`src/rtl/adc_gate_window_if.sv`:
```
// Signal bundle between the ADC gate and its neighbours: ADC stream and
// configuration in, gated stream and averager command out.
interface adc_gate_window_if #(
    parameter int INT_IN_DATA_WIDTH  = 14,
    parameter int INT_MAX_AVERAGE_BY = 40,
    parameter int INT_DELAY_WIDTH    = 16
);
    localparam int IW = INT_IN_DATA_WIDTH;
    localparam int LW = $clog2(INT_MAX_AVERAGE_BY);
    localparam int DW = INT_DELAY_WIDTH;

    logic                 i_adc_valid;
    logic signed [IW-1:0] i_adc_data;
    logic                 i_trig;
    logic                 i_cfg_valid;
    logic [DW-1:0]        i_cfg_delay;
    logic [LW-1:0]        i_cfg_length;
    logic [DW-1:0]        i_cfg_holdoff;

    logic                 o_valid;
    logic signed [IW-1:0] o_data;
    logic                 o_avg_cmd_valid;
    logic [LW-1:0]        o_avg_cmd_data;
    logic                 o_busy;
    logic                 o_trig_missed;

    // Gate side
    modport slave (
        input  i_adc_valid, i_adc_data, i_trig,
        input  i_cfg_valid, i_cfg_delay, i_cfg_length, i_cfg_holdoff,
        output o_valid, o_data, o_avg_cmd_valid, o_avg_cmd_data,
        output o_busy, o_trig_missed
    );

    // Source / observer side
    modport master (
        output i_adc_valid, i_adc_data, i_trig,
        output i_cfg_valid, i_cfg_delay, i_cfg_length, i_cfg_holdoff,
        input  o_valid, o_data, o_avg_cmd_valid, o_avg_cmd_data,
        input  o_busy, o_trig_missed
    );
endinterface

```
`src/rtl/adc_gate_window.sv`:
```
// Trigger-aligned acquisition gate in front of the averager. After a trigger
// edge it waits a programmable delay, forwards exactly L+1 valid ADC samples,
// then enforces a holdoff. Config changes only take effect while idle so the
// averager length always matches the window that produced the samples.
//
//  state     | meaning
//  ----------+--------------------------------------------------------
//  S_IDLE    | waiting for trigger edge; config applied here
//  S_DELAY   | counting trigger-to-gate delay (cnt_q)
//  S_GATE    | forwarding valid samples until L+1 accepted (scnt_q)
//  S_HOLDOFF | post-window dead time (cnt_q); triggers ignored
module adc_gate_window #(
    parameter int INT_IN_DATA_WIDTH  = 14,
    parameter int INT_MAX_AVERAGE_BY = 40,
    parameter int INT_DELAY_WIDTH    = 16
) (
    input logic              clk,
    input logic              rst,
    adc_gate_window_if.slave bus
);
    localparam int IW = INT_IN_DATA_WIDTH;
    localparam int LW = $clog2(INT_MAX_AVERAGE_BY);
    localparam int DW = INT_DELAY_WIDTH;
    localparam logic [LW-1:0] L_MAX = LW'(INT_MAX_AVERAGE_BY - 1);

    typedef enum logic [1:0] {S_IDLE, S_DELAY, S_GATE, S_HOLDOFF} state_t;

    state_t               state_q;
    logic                 trig_q;
    logic [DW-1:0]        cnt_q;
    logic [LW-1:0]        scnt_q;

    logic [DW-1:0]        delay_q;
    logic [LW-1:0]        len_q;
    logic [DW-1:0]        hold_q;
    logic                 pend_q;
    logic [DW-1:0]        pend_delay_q;
    logic [LW-1:0]        pend_len_q;
    logic [DW-1:0]        pend_hold_q;

    logic                 valid_q;
    logic signed [IW-1:0] data_q;
    logic                 cmd_valid_q;
    logic [LW-1:0]        cmd_data_q;
    logic                 missed_q;

    logic                 trig_edge;
    logic                 accept;
    logic [LW-1:0]        cfg_len_sat;
    logic                 apply_d;
    logic [DW-1:0]        delay_d;
    logic [LW-1:0]        len_d;
    logic [DW-1:0]        hold_d;

    assign trig_edge   = bus.i_trig & ~trig_q;
    assign accept      = (state_q == S_GATE) & bus.i_adc_valid;
    assign cfg_len_sat = (bus.i_cfg_length > L_MAX) ? L_MAX : bus.i_cfg_length;

    // Effective config for this cycle: a fresh write beats a pending one, and a
    // trigger in the same idle cycle already sees the new values.
    always_comb begin
        apply_d = 1'b0;
        delay_d = delay_q;
        len_d   = len_q;
        hold_d  = hold_q;
        if (state_q == S_IDLE) begin
            if (bus.i_cfg_valid) begin
                apply_d = 1'b1;
                delay_d = bus.i_cfg_delay;
                len_d   = cfg_len_sat;
                hold_d  = bus.i_cfg_holdoff;
            end else if (pend_q) begin
                apply_d = 1'b1;
                delay_d = pend_delay_q;
                len_d   = pend_len_q;
                hold_d  = pend_hold_q;
            end
        end
    end

    // Active/pending config registers and the averager length command.
    always_ff @(posedge clk or negedge rst) begin
        if (!rst) begin
            delay_q      <= '0;
            len_q        <= L_MAX;
            hold_q       <= '0;
            pend_q       <= 1'b0;
            pend_delay_q <= '0;
            pend_len_q   <= '0;
            pend_hold_q  <= '0;
            cmd_valid_q  <= 1'b0;
            cmd_data_q   <= '0;
        end else begin
            cmd_valid_q <= apply_d;
            cmd_data_q  <= apply_d ? len_d : '0;
            if (apply_d) begin
                delay_q <= delay_d;
                len_q   <= len_d;
                hold_q  <= hold_d;
                pend_q  <= 1'b0;
            end else if (bus.i_cfg_valid) begin
                pend_q       <= 1'b1;
                pend_delay_q <= bus.i_cfg_delay;
                pend_len_q   <= cfg_len_sat;
                pend_hold_q  <= bus.i_cfg_holdoff;
            end
        end
    end

    // Window FSM with registered sample and trigger-miss outputs.
    always_ff @(posedge clk or negedge rst) begin
        if (!rst) begin
            state_q  <= S_IDLE;
            trig_q   <= 1'b1;
            cnt_q    <= '0;
            scnt_q   <= '0;
            valid_q  <= 1'b0;
            data_q   <= '0;
            missed_q <= 1'b0;
        end else begin
            trig_q   <= bus.i_trig;
            valid_q  <= accept;
            data_q   <= accept ? bus.i_adc_data : '0;
            missed_q <= trig_edge & (state_q != S_IDLE);
            case (state_q)
                S_IDLE: begin
                    if (trig_edge) begin
                        scnt_q <= '0;
                        if (delay_d == '0) begin
                            state_q <= S_GATE;
                        end else begin
                            cnt_q   <= delay_d;
                            state_q <= S_DELAY;
                        end
                    end
                end
                S_DELAY: begin
                    if (cnt_q <= DW'(1)) begin
                        cnt_q   <= '0;
                        state_q <= S_GATE;
                    end else begin
                        cnt_q <= cnt_q - DW'(1);
                    end
                end
                S_GATE: begin
                    if (bus.i_adc_valid) begin
                        if (scnt_q >= len_q) begin
                            if (hold_q == '0) begin
                                state_q <= S_IDLE;
                            end else begin
                                cnt_q   <= hold_q;
                                state_q <= S_HOLDOFF;
                            end
                        end else begin
                            scnt_q <= scnt_q + LW'(1);
                        end
                    end
                end
                S_HOLDOFF: begin
                    if (cnt_q <= DW'(1)) begin
                        cnt_q   <= '0;
                        state_q <= S_IDLE;
                    end else begin
                        cnt_q <= cnt_q - DW'(1);
                    end
                end
                default: state_q <= S_IDLE;
            endcase
        end
    end

    assign bus.o_valid         = valid_q;
    assign bus.o_data          = data_q;
    assign bus.o_avg_cmd_valid = cmd_valid_q;
    assign bus.o_avg_cmd_data  = cmd_data_q;
    assign bus.o_busy          = (state_q != S_IDLE);
    assign bus.o_trig_missed   = missed_q;
endmodule

```
`src/flat_wrapper.sv`:
```
// flat-port wrapper written by rule: the top's interface ports become plain ports
module adc_gate_window_flat 
#(
    parameter int INT_IN_DATA_WIDTH  = 14,
    parameter int INT_MAX_AVERAGE_BY = 40,
    parameter int INT_DELAY_WIDTH    = 16
)
  (clk, rst, bus_i_adc_valid, bus_i_adc_data, bus_i_trig, bus_i_cfg_valid, bus_i_cfg_delay, bus_i_cfg_length, bus_i_cfg_holdoff, bus_o_valid, bus_o_data, bus_o_avg_cmd_valid, bus_o_avg_cmd_data, bus_o_busy, bus_o_trig_missed);
  adc_gate_window_if #(.INT_IN_DATA_WIDTH(INT_IN_DATA_WIDTH), .INT_MAX_AVERAGE_BY(INT_MAX_AVERAGE_BY), .INT_DELAY_WIDTH(INT_DELAY_WIDTH)) bus_i ();
  input logic clk;
  input logic rst;
  input wire logic [$bits(bus_i.i_adc_valid)-1:0] bus_i_adc_valid;
  input wire logic [$bits(bus_i.i_adc_data)-1:0] bus_i_adc_data;
  input wire logic [$bits(bus_i.i_trig)-1:0] bus_i_trig;
  input wire logic [$bits(bus_i.i_cfg_valid)-1:0] bus_i_cfg_valid;
  input wire logic [$bits(bus_i.i_cfg_delay)-1:0] bus_i_cfg_delay;
  input wire logic [$bits(bus_i.i_cfg_length)-1:0] bus_i_cfg_length;
  input wire logic [$bits(bus_i.i_cfg_holdoff)-1:0] bus_i_cfg_holdoff;
  output wire logic [$bits(bus_i.o_valid)-1:0] bus_o_valid;
  output wire logic [$bits(bus_i.o_data)-1:0] bus_o_data;
  output wire logic [$bits(bus_i.o_avg_cmd_valid)-1:0] bus_o_avg_cmd_valid;
  output wire logic [$bits(bus_i.o_avg_cmd_data)-1:0] bus_o_avg_cmd_data;
  output wire logic [$bits(bus_i.o_busy)-1:0] bus_o_busy;
  output wire logic [$bits(bus_i.o_trig_missed)-1:0] bus_o_trig_missed;
  assign bus_i.i_adc_valid = bus_i_adc_valid;
  assign bus_i.i_adc_data = bus_i_adc_data;
  assign bus_i.i_trig = bus_i_trig;
  assign bus_i.i_cfg_valid = bus_i_cfg_valid;
  assign bus_i.i_cfg_delay = bus_i_cfg_delay;
  assign bus_i.i_cfg_length = bus_i_cfg_length;
  assign bus_i.i_cfg_holdoff = bus_i_cfg_holdoff;
  assign bus_o_valid = bus_i.o_valid;
  assign bus_o_data = bus_i.o_data;
  assign bus_o_avg_cmd_valid = bus_i.o_avg_cmd_valid;
  assign bus_o_avg_cmd_data = bus_i.o_avg_cmd_data;
  assign bus_o_busy = bus_i.o_busy;
  assign bus_o_trig_missed = bus_i.o_trig_missed;
  adc_gate_window #(.INT_IN_DATA_WIDTH(INT_IN_DATA_WIDTH), .INT_MAX_AVERAGE_BY(INT_MAX_AVERAGE_BY), .INT_DELAY_WIDTH(INT_DELAY_WIDTH)) u_core (.clk(clk), .rst(rst), .bus(bus_i));
endmodule
```
`config.mk`:
```
export PLATFORM = sky130hd
export DESIGN_NAME = adc_gate_window_flat
export DESIGN_NICKNAME = d
export VERILOG_FILES = /design/src/rtl/adc_gate_window_if.sv /design/src/rtl/adc_gate_window.sv /design/src/flat_wrapper.sv
export SDC_FILE = /design/constraint.sdc
export NUM_CORES = 1
export LEC_CHECK = 0
export BUFFER_PORTS_ARGS = -buffer_cell sky130_fd_sc_hd__buf_2
export CORE_UTILIZATION = 40
export CTS_CLUSTER_DIAMETER = 60
export DETAILED_ROUTE_END_ITERATION = 7
export GPL_TIMING_DRIVEN = 0
export PLACE_DENSITY = 0.55
export SLEW_MARGIN = 10
export SYNTH_ARGS = -nofsm -noshare
export SYNTH_HDL_FRONTEND = slang
export SYNTH_SLANG_ARGS = --single-unit
```
`constraint.sdc`:
```
create_clock -name clk -period 3 [get_ports clk]
set_input_delay 0.6 -clock clk [delete_from_list [all_inputs] [get_ports clk]]
set_output_delay 0.6 -clock clk [all_outputs]
set_load 0.01 [all_outputs]
```
==> results.cfg <==
[detailed_routing]
route.detailed.drc = 0
dr.pass1.iters = 5
viasPerCell = 5.42
ant_nets = 0
wl_met2_um = 7680
wl_um = 16600
drtIter0Drc = 335
wl_met3_um = 829
highest_layer = met4
wl_per_cell_um = 17.1
vias = 5273
wl_met1_um = 7820

[floorplanning]
pin_count = 81
die_h_um = 128
dieArea_mm2 = 0.0165
chipWidth_um = 128
initial_core_util = 0.415
rows = 45
fp.coreArea_mm2 = 0.0154

[placed_design]
pre_cts_ws_ns = 0.400
gp_congestion = 0.883
dpl.hpwl_um = 12100
port_buffers = 79

[cts]
numCtsBuffers = 17
htree_levels = 4
clk_latency_ns = 0.42
cts_hold_buf = 0
cts.path.max_buffers = 2
clk_pin_slew_ns = 0.05
tritoncts = built
clockRootBuffer = clkbuf_16
cts.sinks = 125

[yosys]
synth-async-reset-ratio = 1.00
synth_edf_count = 0
synth_top_flop_cell = dfrtp_1
synth.area.top_cells = dfrtp_1, mux2_2, o21ai_0
ys_types = 58
netlist_area_mm2 = 0.00638
ys.warnings.count = 0
synth_top_area_share = 0.470
yosysSeqAreaShare = 0.491
avgSynthCellArea_um2 = 9.82
yosysTopAreaCell = dfrtp_1
synthCells = 650
ys_seq_elements = 125
syn_nets = 716

[timing]
layout_setup_ws_ns = 0.313
setup_viol = 0
period_minus_slack_ns = 2.69
grt_setup_unrepaired = no
slew_headroom = 0.494
worstMarginPinSlew_ns = 0.753
finalHoldViolCount = 0
slew_violations = 0
min_period_over_period = 0.896
skew_ns = 0.0109
max_freq_mhz = 372
worst_hold_slack_ns = 0.0910

[critical_path]
cp_cell_sequence = nor2_1 -> inv_2 -> buf_1 -> clkbuf_2 -> buf_2
path_max_fanout = 10
crit_slowest_cell = buf_1
rrSetupSlack_ns = 0.48
crit_arrival_ns = 2.09
critPathLaunchType = flop
cp_top_family = buffers and inverters
path_buf_inv = 4
path_class = flop to output port
crit_path_end_kind = output port
required_ns = 2.40
cpPeakStageDelay_ns = 0.42

[layout]
fin_util = 0.500
nFillCells = 1411
final_common_cell = dfrtp_1
antenna_cells = 0
most-common-layout-cells = dfrtp_1, buf_2, o21ai_0
final_net_count = 815
area_growth_pct = 20.3
drive_gt1_frac = 0.255

[power_and_ir_drop]
internal_power_mw = 4.86
p_seq_frac = 0.349
comb_power_share = 0.383
ir_drop_uv = 467
pwr_density_cell_mw_per_mm2 = 1010
cellLeakagePower_nw = 3.55
pwr-share-clk = 0.268
swShare = 0.373
switching_power_mw = 2.89

[global_routing]
grt_max_degree = 86
grt_overflow = 0
grt_pass1_wl_um = 27300
grt_pass1_vias = 5178
grt_use_total = 0.216
antenna_found_initial = 0

[run_status]
status = finished clean

[worst_hold_path]
worstHoldPathType = input port to async pin

[run]
maxCapViolCount = 0
[registers in the layout, indices dropped and copies added, names as in the netlist]
| signal | flops |
|---|---|
| u_core.pend_hold_q | 16 |
| u_core.trig_q | 1 |
| u_core.state_q | 2 |
| u_core.bus.o_data | 14 |
| u_core.scnt_q | 6 |
| u_core.len_q | 6 |
| u_core.bus.o_avg_cmd_valid | 1 |
| u_core.bus.o_avg_cmd_data | 6 |
| u_core.bus.o_trig_missed | 1 |
| u_core.pend_q | 1 |
| u_core.bus.o_valid | 1 |
| u_core.pend_delay_q | 16 |
| u_core.hold_q | 16 |
| u_core.pend_len_q | 6 |
| u_core.delay_q | 16 |
| u_core.cnt_q | 16 |
[per-layer routing]
layer	up-vias	track usage
met3	21	0.0459
met5	-	0
met4	0	0.0775
met1	2593	0.293
met2	149	0.341
li1	2510	-
[layout make-up]
cell class / instances / area, um2 / share of cell area
clock buffer: 26 / 519 / 0.0676
sequential: 125 / 3130 / 0.408
tap: 211 / 264 / 0.0344
multi-input combinational: 471 / 2970 / 0.387
buffer: 41 / 231 / 0.0301
timing repair buffer: 80 / 429 / 0.0559
inverter: 13 / 48.8 / 0.00635
clock inverter: 6 / 82.6 / 0.0108
[synthesized netlist by cell type (all sizes together) (7+ instances only)]
cell type,count
nand3,7
o22ai,9
nor2,62
nor2b,7
o21ai,85
and2,7
and3,16
mux2,37
inv,13
a22oi,10
ha,9
nand2,67
dfrtp,120
nand2b,12
buf,19
nor4,12
clkbuf,21
a21oi,46
nor3,9
mux2i,31
[per-stage QoR]
| step | total power [mW] | TNS [ns] | std cells | area (um2) |
|---|---|---|---|---|
| final | 7.76 | 0 | 973 | 7680 |
| after detailed placement | 5.69 | 0 | 941 | 7080 |
| after global placement | 5.60 | -39.21 | 940 | 7040 |
| after CTS | 7.78 | 0 | 973 | 7680 |
| after global routing | 8.31 | 0 | 973 | 7680 |
| after floorplan | 4.81 | 0 | 650 | 6380 |
[logic make-up after synthesis]
logic type      share of synthesized area
compound gates                      0.167
fa+ha+maj                          0.0176
buf+inv                            0.0437
flops                               0.491
mux                                 0.114
simple gates                        0.166
[power by group through the flow]
stage / clock [mW] / sequential, mW / combinational [mW]
2_1_floorplan: 0 / 2.62 / 2.19
3_3_place_gp: 0 / 2.70 / 2.90
3_5_place_dp: 0 / 2.72 / 2.96
4_1_cts: 2.11 / 2.70 / 2.98
5_1_grt: 2.19 / 2.78 / 3.34
6_report: 2.08 / 2.71 / 2.97
[worst paths after layout]
kind,to,cells after the start,start
worst max register to register,u_core.cnt_q[12],8,u_core.pend_q
worst min register to register,u_core.delay_q[7],2,u_core.delay_q[7]
max in group asynchronous,u_core.pend_hold_q[7],2,rst
worst max-delay path,bus_o_busy,5,u_core.state_q[0]
min in group clk,u_core.trig_q,1,bus_i_trig
worst min-delay path,u_core.pend_len_q[1],1,rst
[repair_timing]
action                     4_1_cts  5_1_grt
resized for setup                0        2
setup buffers                    0        0
setup endpoints to repair        0        1
Power figures use the tool's default switching activity.
